==> config.mk <==
export PLATFORM = sky130hd
export DESIGN_NAME = digit_entry_accumulator
export DESIGN_NICKNAME = d
export VERILOG_FILES = /design/src/rtl/alarm_pkg.sv /design/src/rtl/entry_timeout_timer.sv /design/src/rtl/digit_entry_accumulator.sv
export SDC_FILE = /design/constraint.sdc
export NUM_CORES = 1
export LEC_CHECK = 0
export BUFFER_PORTS_ARGS = -buffer_cell sky130_fd_sc_hd__buf_2
export CORE_MARGIN = 5
export CORE_UTILIZATION = 32
export CTS_CLUSTER_DIAMETER = 30
export DETAILED_ROUTE_END_ITERATION = 7
export PLACE_DENSITY = 0.51
export SETUP_SLACK_MARGIN = 0.3
export SLEW_MARGIN = 0
export SYNTH_ARGS = -nofsm -noshare
export SYNTH_HDL_FRONTEND = slang
export SYNTH_SLANG_ARGS = --single-unit
==> constraint.sdc <==
create_clock -name CLK -period 2.76 [get_ports CLK]
set_input_delay 0.414 -clock CLK [delete_from_list [all_inputs] [get_ports CLK]]
set_output_delay 0.414 -clock CLK [all_outputs]
set_load 0.01 [all_outputs]
==> src/rtl/alarm_pkg.sv <==
// Shared definitions for the alarm-threshold keypad path.
//   KEY_CLEAR / KEY_ENTER : command key codes from the keypad scanner
//   entry_state_t         : digit-entry FSM states (IDLE / ONE / TWO)
//   MAX_DISTANCE          : largest distance a two-digit entry can produce
package alarm_pkg;

  localparam logic [3:0] KEY_CLEAR = 4'hA;
  localparam logic [3:0] KEY_ENTER = 4'hB;

  localparam logic [6:0] MAX_DISTANCE = 7'd99;

  typedef enum logic [1:0] {
    IDLE = 2'd0,
    ONE  = 2'd1,
    TWO  = 2'd2
  } entry_state_t;

endpackage

==> src/rtl/entry_timeout_timer.sv <==
// Inactivity timer for a partial keypad entry.
//   CLK, RESET : clock (rising edge) and asynchronous active-high reset
//   run        : entry in progress; counter is held at 0 while low
//   restart    : an accepted key this cycle; counter returns to 0
//   expire     : high while running with the counter at TIMEOUT_CYCLES-1
module entry_timeout_timer #(
  parameter int unsigned TIMEOUT_CYCLES = 50_000_000,
  parameter int unsigned TIMER_W        = 26
) (
  input  logic CLK,
  input  logic RESET,
  input  logic run,
  input  logic restart,
  output logic expire
);

  logic [TIMER_W-1:0] count;

  assign expire = run && (count == TIMER_W'(TIMEOUT_CYCLES - 1));

  always_ff @(posedge CLK or posedge RESET) begin
    if (RESET) begin
      count <= '0;
    end else if (!run || restart || expire) begin
      count <= '0;
    end else begin
      count <= count + TIMER_W'(1);
    end
  end

endmodule

==> src/rtl/digit_entry_accumulator.sv <==
// Builds a binary alarm-threshold distance (0..99) from decimal keystrokes.
//   CLK, RESET  : clock (rising edge) and asynchronous active-high reset
//   Key_Valid   : one-cycle key strobe; Key_Code valid this cycle
//   Key_Code    : 0x0-0x9 digit, 0xA CLEAR, 0xB ENTER, 0xC-0xF ignored
//   Value       : last committed distance, binary
//   Value_Valid : one-cycle pulse when Value is updated
//   Entry_BCD   : partial entry, [7:4] tens, [3:0] units, right-justified
//   Digit_Count : digits currently held (0..2)
//   Error       : one-cycle pulse on a rejected key or entry timeout
module digit_entry_accumulator
  import alarm_pkg::*;
#(
  parameter int unsigned TIMEOUT_CYCLES = 50_000_000,
  parameter int unsigned TIMER_W        = 26
) (
  input  logic       CLK,
  input  logic       RESET,
  input  logic       Key_Valid,
  input  logic [3:0] Key_Code,
  output logic [6:0] Value,
  output logic       Value_Valid,
  output logic [7:0] Entry_BCD,
  output logic [1:0] Digit_Count,
  output logic       Error
);

  entry_state_t state, state_n;
  logic [6:0] acc, acc_n;
  logic [7:0] bcd_n;
  logic [6:0] value_n;
  logic       value_valid_n, error_n;

  logic key_digit, key_clear, key_enter;
  logic run, restart, expire;
  logic [6:0] acc_x10;

  assign key_digit = Key_Valid && (Key_Code <= 4'd9);
  assign key_clear = Key_Valid && (Key_Code == KEY_CLEAR);
  assign key_enter = Key_Valid && (Key_Code == KEY_ENTER);

  assign run     = (state != IDLE);
  assign restart = key_digit || key_clear || key_enter;

  // acc <= 9 whenever a second digit arrives, so the 7-bit result never wraps.
  assign acc_x10 = (acc << 3) + (acc << 1);

  entry_timeout_timer #(
    .TIMEOUT_CYCLES(TIMEOUT_CYCLES),
    .TIMER_W       (TIMER_W)
  ) u_timer (
    .CLK    (CLK),
    .RESET  (RESET),
    .run    (run),
    .restart(restart),
    .expire (expire)
  );

  always_comb begin
    state_n       = state;
    acc_n         = acc;
    bcd_n         = Entry_BCD;
    value_n       = Value;
    value_valid_n = 1'b0;
    error_n       = 1'b0;
    unique case (state)
      IDLE: begin
        if (key_digit) begin
          state_n = ONE;
          acc_n   = {3'b000, Key_Code};
          bcd_n   = {4'h0, Key_Code};
        end else if (key_enter) begin
          error_n = 1'b1;
        end
      end
      ONE, TWO: begin
        // A key on the expiry cycle takes priority over the timeout.
        if (key_digit) begin
          if (state == ONE) begin
            state_n = TWO;
            acc_n   = acc_x10 + {3'b000, Key_Code};
            bcd_n   = {Entry_BCD[3:0], Key_Code};
          end else begin
            error_n = 1'b1;
          end
        end else if (key_enter) begin
          value_n       = acc;
          value_valid_n = 1'b1;
          state_n       = IDLE;
          acc_n         = '0;
          bcd_n         = '0;
        end else if (key_clear) begin
          state_n = IDLE;
          acc_n   = '0;
          bcd_n   = '0;
        end else if (expire) begin
          state_n = IDLE;
          acc_n   = '0;
          bcd_n   = '0;
          error_n = 1'b1;
        end
      end
      default: begin
        state_n = IDLE;
        acc_n   = '0;
        bcd_n   = '0;
      end
    endcase
  end

  always_ff @(posedge CLK or posedge RESET) begin
    if (RESET) begin
      state       <= IDLE;
      acc         <= '0;
      Entry_BCD   <= '0;
      Value       <= '0;
      Value_Valid <= 1'b0;
      Error       <= 1'b0;
    end else begin
      state       <= state_n;
      acc         <= acc_n;
      Entry_BCD   <= bcd_n;
      Value       <= value_n;
      Value_Valid <= value_valid_n;
      Error       <= error_n;
    end
  end

  always_comb begin
    unique case (state)
      ONE:     Digit_Count = 2'd1;
      TWO:     Digit_Count = 2'd2;
      default: Digit_Count = 2'd0;
    endcase
  end

endmodule
==> results of run 1 <==
## registers in the layout, summed over array words and instances, names as in the netlist
register and flops:
Entry_BCD 8, Error 1, Value 7, Value_Valid 1, acc 6, state 2
u_timer.count 26
## worst max-delay path: cells and delay by family (launching register included)
family          cells  cell delay, ns
buf+inv             2            0.17
compound gates      3            0.39
flops               1            0.42
xor+xnor            1            0.13
fa+ha+maj           2            0.98
## per-layer routing
layer	global-route usage [%]	vias to the layer above	wire [um]
li1	-	889	-
met2	17.9	26	2310
met1	12.9	854	2330
met3	2.34	6	227
met4	2.76	0	61
met5	0	-	0
## kinds of logic after synthesis
logic type	synth area share [%]
buffers and inverters	4.47
AO/OA/AOI/OAI	7.50
flip-flops	47.5
AND/OR/NAND/NOR	18.1
adder cells (fa/ha/maj)	8.02
XOR/XNOR	9.46
multiplexers	4.94
## synth_stat cells (2+ instances only)
master     n
a21o_1     5
a21oi_1    3
a22o_1     5
a22o_2     4
and3_1     7
and4_4     2
buf_6      4
clkbuf_1   2
dfrtp_1   51
fa_1       2
ha_1      14
inv_1     16
mux2_2    10
mux2i_1    2
nand2_1   13
nand3_1   13
nand4_1    7
nor2_1    27
nor2_2     7
xnor2_1    9
xor2_1    20
## power groups by stage
stage	clock, mW	combinational (mW)	sequential [mW]
after floorplan	0	0.752	1.03
after global placement	0	0.973	1.01
after detailed placement	0	0.980	1.01
after CTS	0.535	0.983	0.998
after global routing	0.556	1.08	1.02
final	0.506	0.958	0.995
## layout by cell type (no fill, tap or decap), types with 2 or more instances in the layout
cell	count
dfrtp_1	51
nor2_1	27
buf_2	25
xor2_1	20
inv_1	15
ha_1	14
nand2_1	13
nand3_1	13
mux2_2	10
xnor2_1	9
and3_1	7
nand4_1	7
nor2_2	7
a21o_1	5
a22o_1	5
clkbuf_8	5
a22o_2	4
buf_4	4
a21oi_1	3
and4_4	2
mux2i_1	2
fa_1	2
## area by class of cell
| cell class | count | area share (%) |
|---|---|---|
| tap | 105 | 4.35 |
| clock buffer | 5 | 2.28 |
| timing repair buffer | 29 | 5.14 |
| inverter | 16 | 1.99 |
| clock inverter | 2 | 1.24 |
| sequential | 51 | 42.3 |
| multi-input combinational | 170 | 42.7 |
## worst max-delay path by stage
| stage | to | startpoint | slack [ns] | depth (start not counted) |
|---|---|---|---|---|
| detailed placement | acc[6]$_DFFE_PP0P_ | Key_Code[3] | 0.44 | 9 |
| floorplan | acc[6]$_DFFE_PP0P_ | Key_Code[3] | 0.66 | 8 |
| CTS | acc[6]$_DFFE_PP0P_ | Entry_BCD[0]$_DFFE_PP0P_ | 0.54 | 8 |
| global route | acc[1]$_DFFE_PP0P_ | state[0]$_DFFE_PP0P_ | 0.42 | 6 |
| finish | acc[6]$_DFFE_PP0P_ | Entry_BCD[0]$_DFFE_PP0P_ | 0.58 | 8 |
| global placement | acc[6]$_DFFE_PP0P_ | Key_Code[3] | 0.46 | 9 |
## metrics by stage
| step | worst slack, ns | hold WS (ns) |
|---|---|---|
| global placement | 0.464 | 0.483 |
| floorplan | 0.663 | 0.459 |
| CTS | 0.540 | 0.299 |
| finish | 0.575 | 0.273 |
| global route | 0.416 | 0.334 |
| detailed placement | 0.440 | 0.482 |
==> summary.md, run 1 <==
| Metric | Value |
|---|---|
| Slew margin rel. | `51.2%` |
| Skew final | `0.00822 ns` |
| Ant. Diodes | `0` |
| Final core utilization | `36.7%` |
| Layout area overhead | `12.4%` |
| Cells after Synth | `244` |
| Startpoint Class | `register` |
| Initial antenna violation count | `0` |
| Post-route minimum period | `2.18 ns` |
| Setup TNS | `0 ns` |
| Top post-synthesis cells by area | `dfrtp_1 (48%), ha_1 (6.5%), xor2_1 (6.5%)` |
| Power share of the combinational group | `39.0%` |
| Measured slew at the worst slew-check pin | `0.729 ns` |
| FF-to-FF End | `acc[6]$_DFFE_PP0P_` |
| Maximum VDD drop | `255 uV` |
| CTS H-Tree Depth | `2` |
| First-pass GRT wire length | `8.58 mm` |
| DP Area | `2910 um^2` |
| Clock Power Share | `20.6%` |
| Number of synthesized register bits | `51` |
| Clock buffer depth | `2` |
| CP Data Required Time | `2.96 ns` |
| Worst-path clk slew | `0.09 ns` |
| Number of flops mapped to enable cells by yosys | `0` |
| Total power divided by cell area | `815 nW/um^2` |
| Static leakage | `1.50 nW` |
| Clk root buf | `clkbuf_8` |
| CTS Hold Buffers Added | `0` |
| Sw Pwr | `867 uW` |
| Ports | `26` |
| DR iter-0 viols | `59` |
| Critical path arrival | `2.38 ns` |
| Design area | `3020 um^2` |
| Outcome | `completed` |
| Vias post-DR | `1775` |
| Ys flop type | `dfrtp_1` |
| Slowest CP cell | `fa_1` |
| Fill cells | `821` |
| Die width | `102 um` |
| Max FO, Critical Path | `5` |
| DR WL/cell | `13.0 um` |
| Final Power | `2.46 mW` |
| Total CTS buffers | `5` |
| Net Sw Frac | `35.3%` |
| Number of clock sinks | `51` |
| Crit end category | `register` |
| Overall Global Routing Usage | `10.3%` |
| GRT overflow | `0` |
| Largest net degree at the start of global routing | `52` |
| Port bufs | `25` |
| Worst skew pair latency | `0.30 ns` |
| Core outline area | `8220 um^2` |
| GP Congestion | `0.746` |
| Crit share post-route | `79.2%` |
| Post-synth ARST share | `100%` |
| Sequential cell area | `1280 um^2` |
| Post-synth design cell area | `2690 um^2` |
| Maxcap violations | `0` |
| Vias in the first global route | `1865` |
| Fin. Hold Viols | `0` |
| Final setup fails | `0` |
| Row Count | `33` |
| Seq pwr share | `40.5%` |
| Multi-input logic area | `1290 um^2` |
| Post-synth cell types | `42` |
| Reg2reg path depth | `8` |
| Syn Area/Cell | `11.0 um^2` |
| Detail Placement HPWL | `3.47 mm` |
| Hold crit path type | `in -> async` |
| Layout cells sized above 1 | `24.5%` |
| YS warnings | `0` |
| DRC | `0` |
| Starting Density | `32.7%` |
| TritonCTS clock tree | `yes` |
| Slew Viols, Final | `0` |
| Non-filler cells, final | `378` |
| Worst R2R Start | `Entry_BCD[0]$_DFFE_PP0P_` |
| R2r setup slk | `0.58 ns` |
| Routed Antenna Nets | `0` |
| Avg Vias per Cell | `4.70` |
| Maximum clock rate | `0.458 GHz` |
| Setup Fix Bufs, Post-CTS | `0` |
| Die Y | `102 um` |
| Syn Nets | `267` |
| Leading area contributor after synthesis | `dfrtp_1` |
| Pint | `1.59 mW` |
| Placed Cells | `371` |
| Worst path cell trace | `inv_1 -> fa_1 -> fa_1 -> inv_1 -> a21o_1 -> a21oi_1 -> xnor2_1 -> a22o_2` |
| Drt total wl | `4.93 mm` |
| Full die area | `10300 um^2` |
| CTS resizes | `0` |
| NumNets Final | `296` |
| Initial DRT Pass Iterations | `4` |
| Post-synthesis sequential area ratio | `47.5%` |
| RSZ-0062 raised after global routing | `no` |
| Slowest stage delay, CP | `0.51 ns` |
| Critical path class | `reg -> reg` |
| Share of the synthesized area in the top cell type | `47.5%` |
Note: power is estimated with default switching activity, not from simulation.
==> run 2, diff against run 1 <==
clock period = 2.1 ns   (was 2.76 ns; I/O delays follow)
==> summary.md, run 2 (same netlist as run 1, synthesis figures left out) <==
| Metric | Value |
|---|---|
| Avg Vias per Cell | `4.81 (was 4.70)` |
| Static leakage | `1.65 nW (was 1.50 nW)` |
| Hold crit path type | `in -> async (unchanged)` |
| CP Data Required Time | `2.32 ns (was 2.96 ns)` |
| Crit share post-route | `93.8% (was 79.2%)` |
| Slowest CP cell | `dfrtp_1 (was fa_1)` |
| Worst skew pair latency | `0.32 ns (was 0.30 ns)` |
| Outcome | `completed (unchanged)` |
| Total power divided by cell area | `1120 nW/um^2 (was 815 nW/um^2)` |
| Measured slew at the worst slew-check pin | `0.667 ns (was 0.729 ns)` |
| CTS H-Tree Depth | `2 (unchanged)` |
| Slew Viols, Final | `0 (unchanged)` |
| Overall Global Routing Usage | `11.2% (was 10.3%)` |
| Clk root buf | `clkbuf_8 (unchanged)` |
| Detail Placement HPWL | `3.63 mm (was 3.47 mm)` |
| Critical path's top delay family | `adder cells (unchanged)` |
| Crit path from | `acc[1]$_DFFE_PP0P_ (was Entry_BCD[0]$_DFFE_PP0P_)` |
| Initial antenna violation count | `0 (unchanged)` |
| Crit end category | `register (unchanged)` |
| Starting Density | `32.7% (unchanged)` |
| Die width | `102 um (unchanged)` |
| Final setup fails | `0 (unchanged)` |
| Post-route minimum period | `1.97 ns (was 2.18 ns)` |
| Reg2reg path depth | `9 (was 8)` |
| Layout area overhead | `24.5% (was 12.4%)` |
| Ports | `26 (unchanged)` |
| GRT overflow | `0 (unchanged)` |
| Worst setup path endpoint | `acc[6]$_DFFE_PP0P_ (unchanged)` |
| Layout cells sized above 1 | `38.6% (was 24.5%)` |
| Die Y | `102 um (unchanged)` |
| Largest net degree at the start of global routing | `52 (unchanged)` |
| Routed Antenna Nets | `0 (unchanged)` |
| Fin. Hold Viols | `0 (unchanged)` |
| Number of clock sinks | `51 (unchanged)` |
| Slowest stage delay, CP | `0.41 ns (was 0.51 ns)` |
| NumNets Final | `320 (was 296)` |
| Largest regs | `u_timer.count x26, Entry_BCD x8, Value x7 (unchanged)` |
| Crit path depth | `9 (was 8)` |
| Maxcap violations | `0 (unchanged)` |
| Setup TNS | `0 ns (unchanged)` |
| Worst path cell trace | `ha_1 -> ha_2 -> inv_2 -> fa_2 -> inv_1 -> a21o_1 -> a21oi_2 -> xnor2_1 -> a22o_2 (was inv_1 -> fa_1 -> fa_1 -> inv_1 -> a21o_1 -> a21oi_1 -> xnor2_1 -> a22o_2)` |
| DR iter-0 viols | `40 (was 59)` |
| Top reg by flops | `u_timer.count (unchanged)` |
| TritonCTS clock tree | `yes (unchanged)` |
| Most common cell after layout, fill and taps aside | `dfrtp_1 (unchanged)` |
| Row Count | `33 (unchanged)` |
| Final Power | `3.75 mW (was 2.46 mW)` |
| Critical path class | `reg -> reg (unchanged)` |
| RSZ-0062 raised after global routing | `yes (was no)` |
| Port bufs | `25 (unchanged)` |
| Max FO, Critical Path | `2 (was 5)` |
| Total CTS buffers | `5 (unchanged)` |
| Drt total wl | `5.58 mm (was 4.93 mm)` |
| Critical path arrival | `2.19 ns (was 2.38 ns)` |
| Max reg flops | `26 (unchanged)` |
| Worst Path Buf+Inv | `2 (unchanged)` |
| Most frequent cells in the layout | `dfrtp_1 (49), nor2_1 (26), buf_2 (25) (was dfrtp_1 (51), nor2_1 (27), buf_2 (25))` |
| First-pass GRT wire length | `9.17 mm (was 8.58 mm)` |
| R2r setup slk | `0.13 ns (was 0.58 ns)` |
| Vias in the first global route | `1963 (was 1865)` |
| Core outline area | `8220 um^2 (unchanged)` |
| Ant. Diodes | `0 (unchanged)` |
| Full die area | `10300 um^2 (unchanged)` |
| Maximum clock rate | `0.508 GHz (was 0.458 GHz)` |
| FF-to-FF End | `acc[6]$_DFFE_PP0P_ (unchanged)` |
| Slew margin rel. | `55.5% (was 51.2%)` |
| Worst R2R Start | `acc[1]$_DFFE_PP0P_ (was Entry_BCD[0]$_DFFE_PP0P_)` |
| Maximum VDD drop | `347 uV (was 255 uV)` |
| Vias post-DR | `1940 (was 1775)` |
| CTS Hold Buffers Added | `0 (unchanged)` |
| Startpoint Class | `register (unchanged)` |
| GP Congestion | `0.773 (was 0.746)` |
| Clock buffer depth | `2 (unchanged)` |
| DR WL/cell | `13.8 um (was 13.0 um)` |
| Worst-path clk slew | `0.11 ns (was 0.09 ns)` |
| Initial DRT Pass Iterations | `4 (unchanged)` |
| DRC | `0 (unchanged)` |
| Skew final | `0.0124 ns (was 0.00822 ns)` |
run 2: cell types whose count changed in the layout (fill, tap and decap cells not counted), moves of 4 or more:
cell   previous run  this run
buf_4             4        22
inv_1            15        10
inv_2             1         6
buf_6             0         4
ha_1             14        10
run 2: per-layer routing:
metal  track usage, %  vias up  routed length, um
li1                 -      945                  -
met1             14.0      947               2600
met4             4.40        0                113
met2             18.7       36               2610
met5                0        -                  0
met3             2.48       12                260
run 2: power by group:
| group | switching (mW) | internal [mW] | total, mW |
|---|---|---|---|
| Combinational | 0.876 | 0.977 | 1.85 |
| Clock | 0.366 | 0.239 | 0.605 |
| Sequential | 0.128 | 1.17 | 1.30 |
| Total | 1.37 | 2.38 | 3.75 |
run 2: stage by stage:
step	instances	utilization (%)	worst slack (ns)	hold slack (ns)	area, um^2
2_1_floorplan	244	-	0.174	0.449	2700
3_3_place_gp	378	36.4	0.0511	0.484	2990
3_5_place_dp	378	36.4	0.0197	0.485	2990
4_1_cts	393	38.6	0.104	0.181	3170
5_1_grt	403	40.7	0.0313	0.213	3340
6_report	403	40.7	0.130	0.157	3340
run 2: how the worst min path moves through the flow:
stage	from	end	slack (ns)	cells after the start
after floorplan	Key_Code[0]	Entry_BCD[0]$_DFFE_PP0P_	0.45	2
after global placement	Entry_BCD[4]$_DFFE_PP0P_	Entry_BCD[4]$_DFFE_PP0P_	0.48	1
after detailed placement	u_timer.count[0]$_DFF_PP0_	u_timer.count[0]$_DFF_PP0_	0.49	1
after CTS	RESET	Value[3]$_DFFE_PP0P_	0.18	3
after global routing	RESET	Value[3]$_DFFE_PP0P_	0.21	3
final	RESET	Value[3]$_DFFE_PP0P_	0.16	3
run 2: area by class of cell:
cell class                      count  area, um^2
Clock buffer                        5        68.8
Sequential cell                    51        1280
Timing Repair Buffer               53         380
Inverter                           16        60.1
Tap cell                          105         131
Fill cell                         822        4870
Multi-Input combinational cell    170        1400
Clock inverter                      3        23.8
run 2: worst min-delay path, stage by stage:
cell,delay [ns]
buf_2,0.10
inv_2,0.03
buf_4,0.53
run 2: what timing repair did:
action                                  4_1_cts  5_1_grt
pin swaps                                    11       18
setup buffers                                 7        9
gates cloned                                  0        1
endpoints found under the setup margin       39       39
gates resized for setup                       8       21
==> run 3, diff against run 2 <==
BUFFER_PORTS_ARGS = -buffer_cell sky130_fd_sc_hd__buf_4   (was -buffer_cell sky130_fd_sc_hd__buf_2)
==> summary.md, run 3 (same netlist as run 1, synthesis figures left out) <==
| Metric | Value |
|---|---|
| Layout cells sized above 1 | `36.8% (was 38.6%)` |
| Avg Vias per Cell | `4.75 (was 4.81)` |
| Post-Place Setup Slack | `0.0278 ns (was 0.0197 ns)` |
| CTS Hold Buffers Added | `0 (unchanged)` |
| DR WL/cell | `13.4 um (was 13.8 um)` |
| Hold crit path type | `in -> async (unchanged)` |
| Critical path arrival | `2.22 ns (was 2.19 ns)` |
| Fin. Hold Viols | `0 (unchanged)` |
| Clk root buf | `clkbuf_8 (unchanged)` |
| Initial antenna violation count | `0 (unchanged)` |
| DR iter-0 viols | `49 (was 40)` |
| Post-route minimum period | `2.02 ns (was 1.97 ns)` |
| Die width | `102 um (unchanged)` |
| Detail Placement HPWL | `3.69 mm (was 3.63 mm)` |
| Slowest stage delay, CP | `0.53 ns (was 0.41 ns)` |
| Vias post-DR | `1920 (was 1940)` |
| Port bufs | `25 (unchanged)` |
| Startpoint Class | `register (unchanged)` |
| Slowest CP cell | `fa_1 (was dfrtp_1)` |
| Top reg by flops | `u_timer.count (unchanged)` |
| Routed Antenna Nets | `0 (unchanged)` |
| Multi-input logic area | `1360 um^2 (was 1400 um^2)` |
| Ports | `26 (unchanged)` |
| Slew Viols, Final | `0 (unchanged)` |
| Maximum clock rate | `0.496 GHz (was 0.508 GHz)` |
| Worst-path clk slew | `0.09 ns (was 0.11 ns)` |
| Crit end category | `register (unchanged)` |
| Max FO, Critical Path | `3 (was 2)` |
| DP Area | `3060 um^2 (was 2990 um^2)` |
| Worst path cell trace | `inv_2 -> fa_1 -> inv_1 -> ha_1 -> a21o_1 -> a21oi_2 -> xnor2_1 -> a22o_2 (was ha_1 -> ha_2 -> inv_2 -> fa_2 -> inv_1 -> a21o_1 -> a21oi_2 -> xnor2_1 -> a22o_2)` |
| Final setup fails | `0 (unchanged)` |
| Layout area overhead | `26.0% (was 24.5%)` |
| Number of clock sinks | `51 (unchanged)` |
| Clock buffer depth | `2 (unchanged)` |
| Overall Global Routing Usage | `11.2% (about the same)` |
| Die Y | `102 um (unchanged)` |
| Skew final | `0.00775 ns (was 0.0124 ns)` |
| Full die area | `10300 um^2 (unchanged)` |
| GP Congestion | `0.790 (was 0.773)` |
| Initial DRT Pass Iterations | `4 (unchanged)` |
| Ant. Diodes | `0 (unchanged)` |
| Outcome | `completed (unchanged)` |
| DRC | `0 (unchanged)` |
| GRT overflow | `0 (unchanged)` |
| Max reg flops | `26 (unchanged)` |
| Largest net degree at the start of global routing | `30 (was 52)` |
| CP Data Required Time | `2.30 ns (was 2.32 ns)` |
| Total CTS buffers | `5 (unchanged)` |
| Largest regs | `u_timer.count x26, Entry_BCD x8, Value x7 (unchanged)` |
| Most common cell after layout, fill and taps aside | `dfrtp_1 (unchanged)` |
| Critical path class | `reg -> reg (unchanged)` |
| Row Count | `33 (unchanged)` |
| Worst Setup Slack, final | `0.0833 ns (was 0.130 ns)` |
| Sequential cell area | `1280 um^2 (about the same)` |
| Static leakage | `1.67 nW (was 1.65 nW)` |
| Maximum VDD drop | `363 uV (was 347 uV)` |
| Maxcap violations | `0 (unchanged)` |
| Design area | `3380 um^2 (was 3340 um^2)` |
| TritonCTS clock tree | `yes (unchanged)` |
| RSZ-0062 raised after global routing | `yes (unchanged)` |
| Total power divided by cell area | `1110 nW/um^2 (was 1120 nW/um^2)` |
| Slew margin rel. | `66.5% (was 55.5%)` |
| Crit share post-route | `96.0% (was 93.8%)` |
| Worst skew pair latency | `0.30 ns (was 0.32 ns)` |
| CTS H-Tree Depth | `2 (unchanged)` |
| NumNets Final | `321 (was 320)` |
| Drt total wl | `5.42 mm (was 5.58 mm)` |
| Most frequent cells in the layout | `dfrtp_1 (51), buf_4 (50), nor2_1 (25) (was dfrtp_1 (49), nor2_1 (26), buf_2 (25))` |
| Fill cells | `792 (was 822)` |
| First-pass GRT wire length | `9.27 mm (was 9.17 mm)` |
| Vias in the first global route | `1923 (was 1963)` |
| Setup TNS | `0 ns (unchanged)` |
| Starting Density | `32.7% (unchanged)` |
| Core outline area | `8220 um^2 (unchanged)` |
| Measured slew at the worst slew-check pin | `0.502 ns (was 0.667 ns)` |
## run 3: worst paths after layout
kind                       slack (ns)                startpoint                          end  cells past startpoint
setup / recovery                 0.08  Entry_BCD[0]$_DFFE_PP0P_           acc[5]$_DFFE_PP0P_                      8
hold / removal                   0.04                     RESET           acc[3]$_DFFE_PP0P_                      2
setup reg to reg                 0.08  Entry_BCD[0]$_DFFE_PP0P_           acc[5]$_DFFE_PP0P_                      8
hold reg to reg                  0.51  Entry_BCD[4]$_DFFE_PP0P_     Entry_BCD[4]$_DFFE_PP0P_                      1
max in group asynchronous        1.53                     RESET  u_timer.count[23]$_DFF_PP0_                      3
min in group CLK                 0.26               Key_Code[0]     Entry_BCD[0]$_DFFE_PP0P_                      3
## run 3: power breakdown
part / switching [mW] / internal (mW)
Combinational: 0.816 / 0.929
Sequential: 0.131 / 1.17
Clock: 0.332 / 0.386
Total: 1.28 / 2.48
## run 3: layer usage
metal | part of all wire (%) | GRT usage [%]
met5 | 0 | 0
met4 | 1.7 | 3.37
met3 | 4.6 | 2.82
met2 | 46 | 17.8
met1 | 48 | 15.0
## run 3: worst max-delay path: cells and delay by family (launching register included)
kind	cells	cell delay [ns]
compound gates	3	0.52
fa+ha+maj	2	0.80
xor+xnor	1	0.08
buf+inv	2	0.12
flops	1	0.40
## run 3: repair_timing
action	4_1_cts	5_1_grt
endpoints found under the setup margin	37	39
hold endpoints to repair	0	0
pin swaps	5	7
gates resized for setup	6	13
buffers inserted	11	8
## run 3: per-stage QoR
step                utilization, %  hold WS [ns]  std cells  total power, mW
floorplan                        -         0.449        244             2.36
global placement              37.2         0.389        377             2.79
detailed placement            37.2         0.387        377             2.81
CTS                           40.0        0.0494        396             3.71
global route                  41.2        0.0756        404             4.05
finish                        41.2        0.0353        404             3.76
## run 3: final cells by class
cell class                      count  share of cell area [%]
Tap cell                          105                    3.88
Inverter                           16                    1.78
Sequential cell                    51                    37.7
Clock inverter                      2                    1.04
Clock buffer                        6                    2.44
Multi-Input combinational cell    170                    40.2
Timing Repair Buffer               54                    12.9
